**src/rtl/regfile_mp_if.sv**
```systemverilog
// Decode/writeback bundle for the multi-port register file: operand reads, result writes,
// destination reservations and the live busy count.
interface regfile_mp_if #(
   parameter int DATA_W = 32,
   parameter int ADDR_W = 5,
   parameter int NUM_RD = 2,
   parameter int NUM_WR = 2
);
   logic [NUM_RD*ADDR_W-1:0] r_reg;
   logic [NUM_RD*DATA_W-1:0] r_dat;
   logic [NUM_RD-1:0]        r_busy;
   logic [NUM_WR-1:0]        w_en;
   logic [NUM_WR*ADDR_W-1:0] w_reg;
   logic [NUM_WR*DATA_W-1:0] w_dat;
   logic                     rsv_en;
   logic [ADDR_W-1:0]        rsv_reg;
   logic [ADDR_W:0]          busy_cnt;

   modport master (
      output r_reg, w_en, w_reg, w_dat, rsv_en, rsv_reg,
      input  r_dat, r_busy, busy_cnt
   );

   modport slave (
      input  r_reg, w_en, w_reg, w_dat, rsv_en, rsv_reg,
      output r_dat, r_busy, busy_cnt
   );
endinterface

```
**src/rtl/regfile_mp.sv**
```systemverilog
// Multi-port register file with busy scoreboard; reads are combinational with optional
// same-cycle write bypass, writes/reservations land on the clock edge, never stalls.
module regfile_mp #(
   parameter int DATA_W   = 32,
   parameter int ADDR_W   = 5,
   parameter int NUM_RD   = 2,
   parameter int NUM_WR   = 2,
   parameter int ZERO_REG = 1,
   parameter int BYPASS   = 1
) (
   input logic         clk,
   input logic         rst_n,
   regfile_mp_if.slave rf
);
   localparam int DEPTH = 1 << ADDR_W;

   logic [DATA_W-1:0] regs [DEPTH];
   logic [DEPTH-1:0]  busy;
   logic [DEPTH-1:0]  busy_nxt;
   logic [ADDR_W:0]   cnt_q;
   logic [ADDR_W:0]   cnt_nxt;
   logic [ADDR_W-1:0] rd_idx;
   logic [ADDR_W-1:0] wr_idx;
   logic [DATA_W-1:0] rd_d;
   logic              rd_b;

   always_ff @(posedge clk or negedge rst_n) begin
      if (!rst_n) begin
         for (int k = 0; k < DEPTH; k++) regs[k] <= '0;
      end else begin
         // Ascending loop: the last non-blocking assignment wins, so the highest port takes a conflict.
         for (int j = 0; j < NUM_WR; j++) begin
            if (rf.w_en[j] && !(ZERO_REG != 0 && rf.w_reg[j*ADDR_W +: ADDR_W] == '0))
               regs[rf.w_reg[j*ADDR_W +: ADDR_W]] <= rf.w_dat[j*DATA_W +: DATA_W];
         end
      end
   end

   // Writes release first, then a reservation re-sets, so reserve-and-write leaves the register busy.
   always_comb begin
      busy_nxt = busy;
      wr_idx   = '0;
      for (int j = 0; j < NUM_WR; j++) begin
         wr_idx = rf.w_reg[j*ADDR_W +: ADDR_W];
         if (rf.w_en[j]) busy_nxt[wr_idx] = 1'b0;
      end
      if (rf.rsv_en) busy_nxt[rf.rsv_reg] = 1'b1;
      if (ZERO_REG != 0) busy_nxt[0] = 1'b0;
      cnt_nxt = '0;
      for (int k = 0; k < DEPTH; k++) cnt_nxt = cnt_nxt + (ADDR_W+1)'(busy_nxt[k]);
   end

   always_ff @(posedge clk or negedge rst_n) begin
      if (!rst_n) begin
         busy  <= '0;
         cnt_q <= '0;
      end else begin
         busy  <= busy_nxt;
         cnt_q <= cnt_nxt;
      end
   end

   assign rf.busy_cnt = cnt_q;

   // Reset masks reads directly so a live write on the bus cannot leak through the bypass.
   always_comb begin
      rf.r_dat  = '0;
      rf.r_busy = '0;
      rd_idx    = '0;
      rd_d      = '0;
      rd_b      = 1'b0;
      for (int i = 0; i < NUM_RD; i++) begin
         rd_idx = rf.r_reg[i*ADDR_W +: ADDR_W];
         rd_d   = regs[rd_idx];
         rd_b   = busy[rd_idx];
         if (BYPASS != 0) begin
            for (int j = 0; j < NUM_WR; j++) begin
               if (rf.w_en[j] && rf.w_reg[j*ADDR_W +: ADDR_W] == rd_idx) begin
                  rd_d = rf.w_dat[j*DATA_W +: DATA_W];
                  rd_b = 1'b0;
               end
            end
         end
         if ((ZERO_REG != 0 && rd_idx == '0) || !rst_n) begin
            rd_d = '0;
            rd_b = 1'b0;
         end
         rf.r_dat[i*DATA_W +: DATA_W] = rd_d;
         rf.r_busy[i]                 = rd_b;
      end
   end
endmodule
```
**src/flat_wrapper.sv**
```systemverilog
// flat-port wrapper written by rule: the top's interface ports become plain ports
module regfile_mp_flat 
#(
   parameter int DATA_W   = 32,
   parameter int ADDR_W   = 5,
   parameter int NUM_RD   = 2,
   parameter int NUM_WR   = 2,
   parameter int ZERO_REG = 1,
   parameter int BYPASS   = 1
)
  (clk, rst_n, rf_r_reg, rf_w_en, rf_w_reg, rf_w_dat, rf_rsv_en, rf_rsv_reg, rf_r_dat, rf_r_busy, rf_busy_cnt);
  regfile_mp_if #(.DATA_W(DATA_W), .ADDR_W(ADDR_W), .NUM_RD(NUM_RD), .NUM_WR(NUM_WR)) rf_i ();
  input logic clk;
  input logic rst_n;
  input wire logic [$bits(rf_i.r_reg)-1:0] rf_r_reg;
  input wire logic [$bits(rf_i.w_en)-1:0] rf_w_en;
  input wire logic [$bits(rf_i.w_reg)-1:0] rf_w_reg;
  input wire logic [$bits(rf_i.w_dat)-1:0] rf_w_dat;
  input wire logic [$bits(rf_i.rsv_en)-1:0] rf_rsv_en;
  input wire logic [$bits(rf_i.rsv_reg)-1:0] rf_rsv_reg;
  output wire logic [$bits(rf_i.r_dat)-1:0] rf_r_dat;
  output wire logic [$bits(rf_i.r_busy)-1:0] rf_r_busy;
  output wire logic [$bits(rf_i.busy_cnt)-1:0] rf_busy_cnt;
  assign rf_i.r_reg = rf_r_reg;
  assign rf_i.w_en = rf_w_en;
  assign rf_i.w_reg = rf_w_reg;
  assign rf_i.w_dat = rf_w_dat;
  assign rf_i.rsv_en = rf_rsv_en;
  assign rf_i.rsv_reg = rf_rsv_reg;
  assign rf_r_dat = rf_i.r_dat;
  assign rf_r_busy = rf_i.r_busy;
  assign rf_busy_cnt = rf_i.busy_cnt;
  regfile_mp #(.DATA_W(DATA_W), .ADDR_W(ADDR_W), .NUM_RD(NUM_RD), .NUM_WR(NUM_WR), .ZERO_REG(ZERO_REG), .BYPASS(BYPASS)) u_core (.clk(clk), .rst_n(rst_n), .rf(rf_i));
endmodule
```
**config.mk**
```make
export PLATFORM = sky130hd
export DESIGN_NAME = regfile_mp_flat
export DESIGN_NICKNAME = d
export VERILOG_FILES = /design/src/rtl/regfile_mp_if.sv /design/src/rtl/regfile_mp.sv /design/src/flat_wrapper.sv
export SDC_FILE = /design/constraint.sdc
export NUM_CORES = 2
export LEC_CHECK = 0
export CAP_MARGIN = 20
export CORE_UTILIZATION = 40
export CTS_BUF_LIST = sky130_fd_sc_hd__clkbuf_2
export CTS_CLUSTER_SIZE = 20
export DETAILED_ROUTE_END_ITERATION = 8
export PLACE_DENSITY_LB_ADDON = 0.08
export SETUP_SLACK_MARGIN = 0.5
export SYNTH_ARGS = -nofsm -noshare
export SYNTH_HDL_FRONTEND = slang
export SYNTH_SLANG_ARGS = --single-unit
```
**constraint.sdc**
```tcl
create_clock -name clk -period 5.93 [get_ports clk]
set_clock_uncertainty 0.05 [all_clocks]
set_input_delay 0.8895 -clock clk [delete_from_list [all_inputs] [get_ports clk]]
set_output_delay 0.8895 -clock clk [all_outputs]
set_load 0.1 [all_outputs]
```
# Yosys cells after proc, flatten, opt, wreduce, memory -nomap -nowiden
# Index checks and enable logic that the tools add are counted.
[op_classes]
addsub = 30
reduce_logical = 20
bitwise = 9
n_eq_ne = 4
n_mux = 39
order_cmp = 14
[ops]
columns = ["op", "count"]
rows = [
  ["$bwmux 1024", 2],
  ["$mux 1024", 2],
  ["$mux 32", 15],
  ["$bmux 32 s5", 2],
  ["$demux 32 s5", 2],
  ["$add 6x1->6", 29],
  ["$and 32x32->32", 2],
  ["$not 32->32", 2],
  ["$or 32x32->32", 1],
  ["$lt 5x6->1 const B", 5],
  ["$ge 6x6->1 const B", 4],
  ["$not 5->6", 4],
  ["$eq 5x5->1", 4],
  ["$logic_not 5->1", 4],
  ["$demux 1 s5", 3],
  ["$ge 5x1->1 const B", 3],
  ["$lt 6x1->1 const B", 2],
  ["$logic_and 1x1->1", 11],
  ["$mux 1", 11],
  ["$bmux 1 s5", 2],
  ["$logic_not 1->1", 3],
  ["$add 1x1->2", 1],
  ["$logic_or 1x1->1", 2],
]
[word_totals]
output_inout_bits = 72
wordCells = 150
regBits = 1061

# Longest topological paths before layout
[logic_depth]
word_depth = 41
depth_mapped = 24
ltp_nobuf = 21

# Worst setup path before layout
# Ideal clock, no wire load.
[synth_path]
path_type = "input to register"
from = "input rf_w_reg[2]"
to = "register u_core.cnt_q[4] (netlist: u_core.rf.busy_cnt[4])"
setup_time_ps = 80
path_buffers = 2
t_required_ps = 5800
cell_stages = 20
path_slack_ps = -741
arrival_time_ps = 6541
cell_sequence = "buf_2 or3_1 nor2_1 nand2_1 clkbuf_1 a32o_1 ha_1 inv_1 fa_1 fa_1 fa_1 fa_1 fa_1 inv_1 fa_1 ha_1 fa_1 a21o_1 a21oi_1 xnor2_1"
[synth_between]
elab_chain_len = 41
[synth_lines]
columns = ["element", "line_no", "rtl"]
rows = [
  ["from (decl)", "flat_wrapper.sv:17", "input wire logic [$bits(rf_i.w_reg)-1:0] rf_w_reg;"],
  ["$lt 5x6->1 (implied by the code) / $ge 5x1->1 (equally long branches)", "regfile_mp.sv:45", "if (rf.w_en[j]) busy_nxt[wr_idx] = 1'b0;"],
  ["$logic_and 1x1->1 (implied by the code)", "regfile_mp.sv:45", ""],
  ["$mux 1 (implied by the code)", "regfile_mp.sv:45", ""],
  ["$demux 1 s5 (*)", "-", ""],
  ["$not 32->32 (no line) (*)", "-", ""],
  ["$and 32x32->32 (no line) (*)", "-", ""],
  ["$mux 32 (*)", "regfile_mp.sv:45", ""],
  ["$and 32x32->32 (no line)", "-", ""],
  ["$mux 32 (*)", "regfile_mp.sv:45", ""],
  ["$or 32x32->32 (no line)", "-", ""],
  ["$mux 32 (*)", "regfile_mp.sv:47", "if (rf.rsv_en) busy_nxt[rf.rsv_reg] = 1'b1;"],
  ["net u_core.busy_nxt[2]", "regfile_mp.sv:19", "logic [DEPTH-1:0] busy_nxt;"],
  ["$add 1x1->2 (*)", "regfile_mp.sv:50", "for (int k = 0; k < DEPTH; k++) cnt_nxt = cnt_nxt + (ADDR_W+1)'(busy_nxt[k]);"],
  ["$add 6x1->6 (*) (29 in series)", "regfile_mp.sv:50", ""],
  ["net u_core.cnt_nxt[4]", "regfile_mp.sv:21", "logic [ADDR_W:0] cnt_nxt;"],
  ["to (signal assigned)", "regfile_mp.sv:59", "cnt_q <= cnt_nxt;"],
  ["to (decl)", "regfile_mp.sv:20", "logic [ADDR_W:0] cnt_q;"],
]
# The timed path passes the listed nets; every way through them passes the cells marked *.

# Worst setup path after layout
[layout_path]
from = "input rf_w_reg[4]"
to = "register u_core.cnt_q[4] (netlist: u_core.rf.busy_cnt[4])"
# The elaborated chain is that of the path after synthesis.

==> results.md <==
* Arrival @ worst endpoint at 7.02 ns
* Maxcap violations at 0
* DP HPWL at 193000 um
* Avg Synthesized Cell Area at 10.7 um^2
* Post-CTS Setup Bufs at 0
* Gate power share at 0.365
* R2R setup slack at 0.96 ns
* Drt first pass iters at 7
* Req. time, crit path at 7.59 ns
* RSZ-0062 raised after global routing: false
* Final hold vios at 0
* Area grow syn2layout at 14.0%
* Initial Util at 0.403
* Worst-path maximum fanout at 3
* Die area at 166000 um^2
* Number of synthesized register bits at 1061
* # port buffers at 165
* FFs w/ async S/R, synth at 1.00
* Post-route ant nets at 0
* TritonCTS clock tree: yes
* Die Span Y at 407 um
* Bufs and invs on worst path at 4
* Wirelength, routed at 338000 um
* Drt first-iter violations at 8559
* Worst setup SP type: input port
* CP startpoint: rf_w_reg[4]
* Slowest stage delay, CP at 0.57 ns
* Vias in the first global route at 57480
* Mapped cell area at 65600 um^2
* Vias per cell at 6.91
* Layout fillers at 15351
* Placed Area at 71200 um^2
* Sw frac at 0.373
* Top cell type's share of synthesized area at 0.405
* Clock sink total at 1061
* Cell mode on critical path: fa_1
* Max Transition Viols Final at 0
* Fmax at 0.187 GHz
* Worst R2R End: u_core.rf.busy_cnt[4]
* P_leak at 0.0328 uW
* HP Class: input port to flop
* Final setup fails at 0
* Clock latency on the worst-skew pair at 1.79 ns
* R2r startpoint: u_core.busy[2]
* Post-synthesis cell type count at 63
* Nets at 6377
* Ports at 166
* Remaining Overflow, GRT at 0
* Clock root cell: clkbuf_2
* VDD IR max at 898 uV
* Hold WS at 0.190 ns
* Max clock buf depth at 4
* Total GRT Usage at 0.407
* First-pass GRT wire length at 465000 um
* Final instance area at 74800 um^2
* Crit path to: u_core.rf.busy_cnt[4]
* Critical path's top delay family: adder cells
* WL per Instance at 39.1 um
* P_sw at 9690 uW
* Most frequent cells after synthesis: dfrtp_1 (1061), a21oi_1 (598), clkbuf_1 (569)
* Detailed-route via count at 59860
* H-tree depth at 5
* Outcome: completed
* Worst-Margin Slew at 1.27 ns
* Final Cycle Share at 0.904
* Max_slew headroom at 0.152
* Final GP Congestion at 0.942
* Post-synth EDFFs at 0
* Clk slew on worst S/H paths at 0.11 ns
* Top cells by area, synth: dfrtp_1 (40%), mux4_2 (18%), mux2i_1 (8.3%)
* Min Tclk post-route at 5.36 ns
* Worst Setup Path Type: input port to flop
* Largest net degree at the start of global routing at 157
* Num CTS Buffers at 327
* Initial antenna violation count at 33
* Reg2reg path depth at 15
* Site row count at 148
* Internal power at 16300 uW
* Crit-path cells: clkdlybuf4s50_1, or3_4, nor2_4, nand2_4, dlygate4sd3_1, a32o_1, ha_1, inv_1, fa_1, fa_1, fa_1, fa_1, fa_1, inv_1, fa_2, ha_4, fa_2, a21o_1, a21oi_2, xnor2_1
* Sequential group share of total power at 0.409
* Post-synthesis sequential area ratio at 0.405
* Syn. warnings at 0
* Most used DFF post-synth: dfrtp_1
* # DRC at 0
* Total power divided by cell area at 347 nW/um^2
* Final core utilization at 0.459
* Clk pwr share at 0.226
* Synthesized Nets at 6258
* Most common cell in the netlist: dfrtp_1
* Worst-path cell with the longest stage delay: dlygate4sd3_1
* Post-Syn Instances at 6132
* Crit end category: flop
* Core Area at 163000 um^2
* Share of layout cells above drive strength 1 at 0.245
* Largest area contributor in the netlist: dfrtp_1
* Die Wd at 407 um
* Critical Path Stages at 20
==> power groups by stage <==
stage          clock network, uW  registers (uW)  logic, uW
4_1_cts                     5950           10500       9470
6_report                    5870           10600       9480
3_5_place_dp                   0           10600       9380
2_1_floorplan                  0           10300       6740
5_1_grt                     6330           10800      10300
3_3_place_gp                   0           10600       9320
==> kinds of logic (layout without fill, tap and decap cells) <==
logic type / count (synthesis) / count (layout) / synth area share
buffers and inverters: 911 / 1244 / 0.0580
AND/OR/NAND/NOR: 1208 / 1208 / 0.0812
AO/OA/AOI/OAI: 1819 / 1819 / 0.179
adder cells (fa/ha/maj): 32 / 32 / 0.00874
XOR/XNOR: 23 / 23 / 0.00307
flip-flops: 1061 / 1061 / 0.405
multiplexers: 1078 / 1078 / 0.266
other: 0 / 24 / 0
==> through the flow <==
| step | setup slack, ns | TNS, ns | total power (uW) | cells |
|---|---|---|---|---|
| 4_1_cts | 0.592 | 0 | 25900 | 8639 |
| 5_1_grt | 0.532 | 0 | 27400 | 8647 |
| 6_report | 0.569 | 0 | 26000 | 8664 |
| 2_1_floorplan | -0.373 | -1.13 | 17000 | 6132 |
| 3_5_place_dp | -1.02 | -5.02 | 20000 | 8020 |
| 3_3_place_gp | -1.05 | -5.18 | 19900 | 8020 |
==> cell type report <==
type / count / area, um^2 / share of cell area
Antenna cell: 24 / 60.1 / 0.000803
Clock buffer: 466 / 2330 / 0.0312
Clock inverter: 77 / 400 / 0.00536
Inverter: 89 / 334 / 0.00447
Multi-Input combinational cell: 4160 / 35900 / 0.480
Sequential cell: 1061 / 26600 / 0.355
Tap cell: 2175 / 2720 / 0.0364
Timing Repair Buffer: 612 / 6490 / 0.0868
==> repair_timing <==
item,CTS,global route
hold buffers,76,0
endpoints found under the hold margin,797,0
resized for setup,0,4
setup endpoints to repair,0,4
==> cell usage in the layout, fill, tap and decap left out, types with 6 or more instances in the layout <==
master	netlist	routed
a211oi_1	121	121
a21oi_1	598	596
a221o_1	62	62
a221oi_1	329	329
a22oi_1	75	75
a32o_1	27	27
a32oi_1	54	53
and2_1	23	22
and3_1	10	7
buf_12	0	115
buf_4	17	323
clkbuf_2	1	466
clkdlybuf4s50_1	0	86
clkinv_1	10	75
dfrtp_1	1061	1061
diode_2	0	24
dlygate4sd3_1	0	75
fa_1	23	21
ha_1	9	8
inv_1	79	79
mux2i_1	544	544
mux4_2	529	529
nand2_1	479	440
nand2_2	0	11
nand2_4	0	28
nand2b_1	7	6
nand3_1	9	9
nand3b_1	9	9
nor2_1	371	328
nor2_2	8	9
nor2_4	3	45
nor2b_1	121	121
nor3_1	125	125
nor3b_1	6	6
o21ai_0	408	408
o22ai_1	122	122
or2_2	9	8
xnor2_1	14	14
xor2_1	9	9
==> worst min-delay path, stage by stage <==
cell             delay, ns
clkdlybuf4s50_1       0.86
nand2_1               0.18
o21ai_0               0.07
==> how the worst min path moves through the flow <==
stage,startpoint,end,slack [ns],cells past startpoint
after floorplan,u_core.regs[1000],u_core.regs[1000],0.39,1
after global placement,u_core.regs[1009],u_core.regs[1009],0.33,0
after detailed placement,u_core.regs[1011],u_core.regs[1011],0.33,0
after CTS,rf_w_dat[3],u_core.regs[963],0.007,3
after global routing,rf_w_dat[59],u_core.regs[443],0.11,3
final,rf_w_dat[53],u_core.regs[405],0.19,3
==> sequential cells by signal, summed over array words and instances, names as in the netlist <==
| signal | cells |
|---|---|
| u_core.busy | 31 |
| u_core.rf.busy_cnt | 6 |
| u_core.regs | 1024 |
==> layer usage <==
layer  global-route usage  wire length (um)  vias to the layer above
li1                     -                 -                    23700
met1                0.519            127000                    30251
met2                0.583            146000                     4679
met3                0.144             41900                     1202
met4                0.261             23100                       28
met5              0.00535               275                        -
Power figures use the tool's default switching activity.
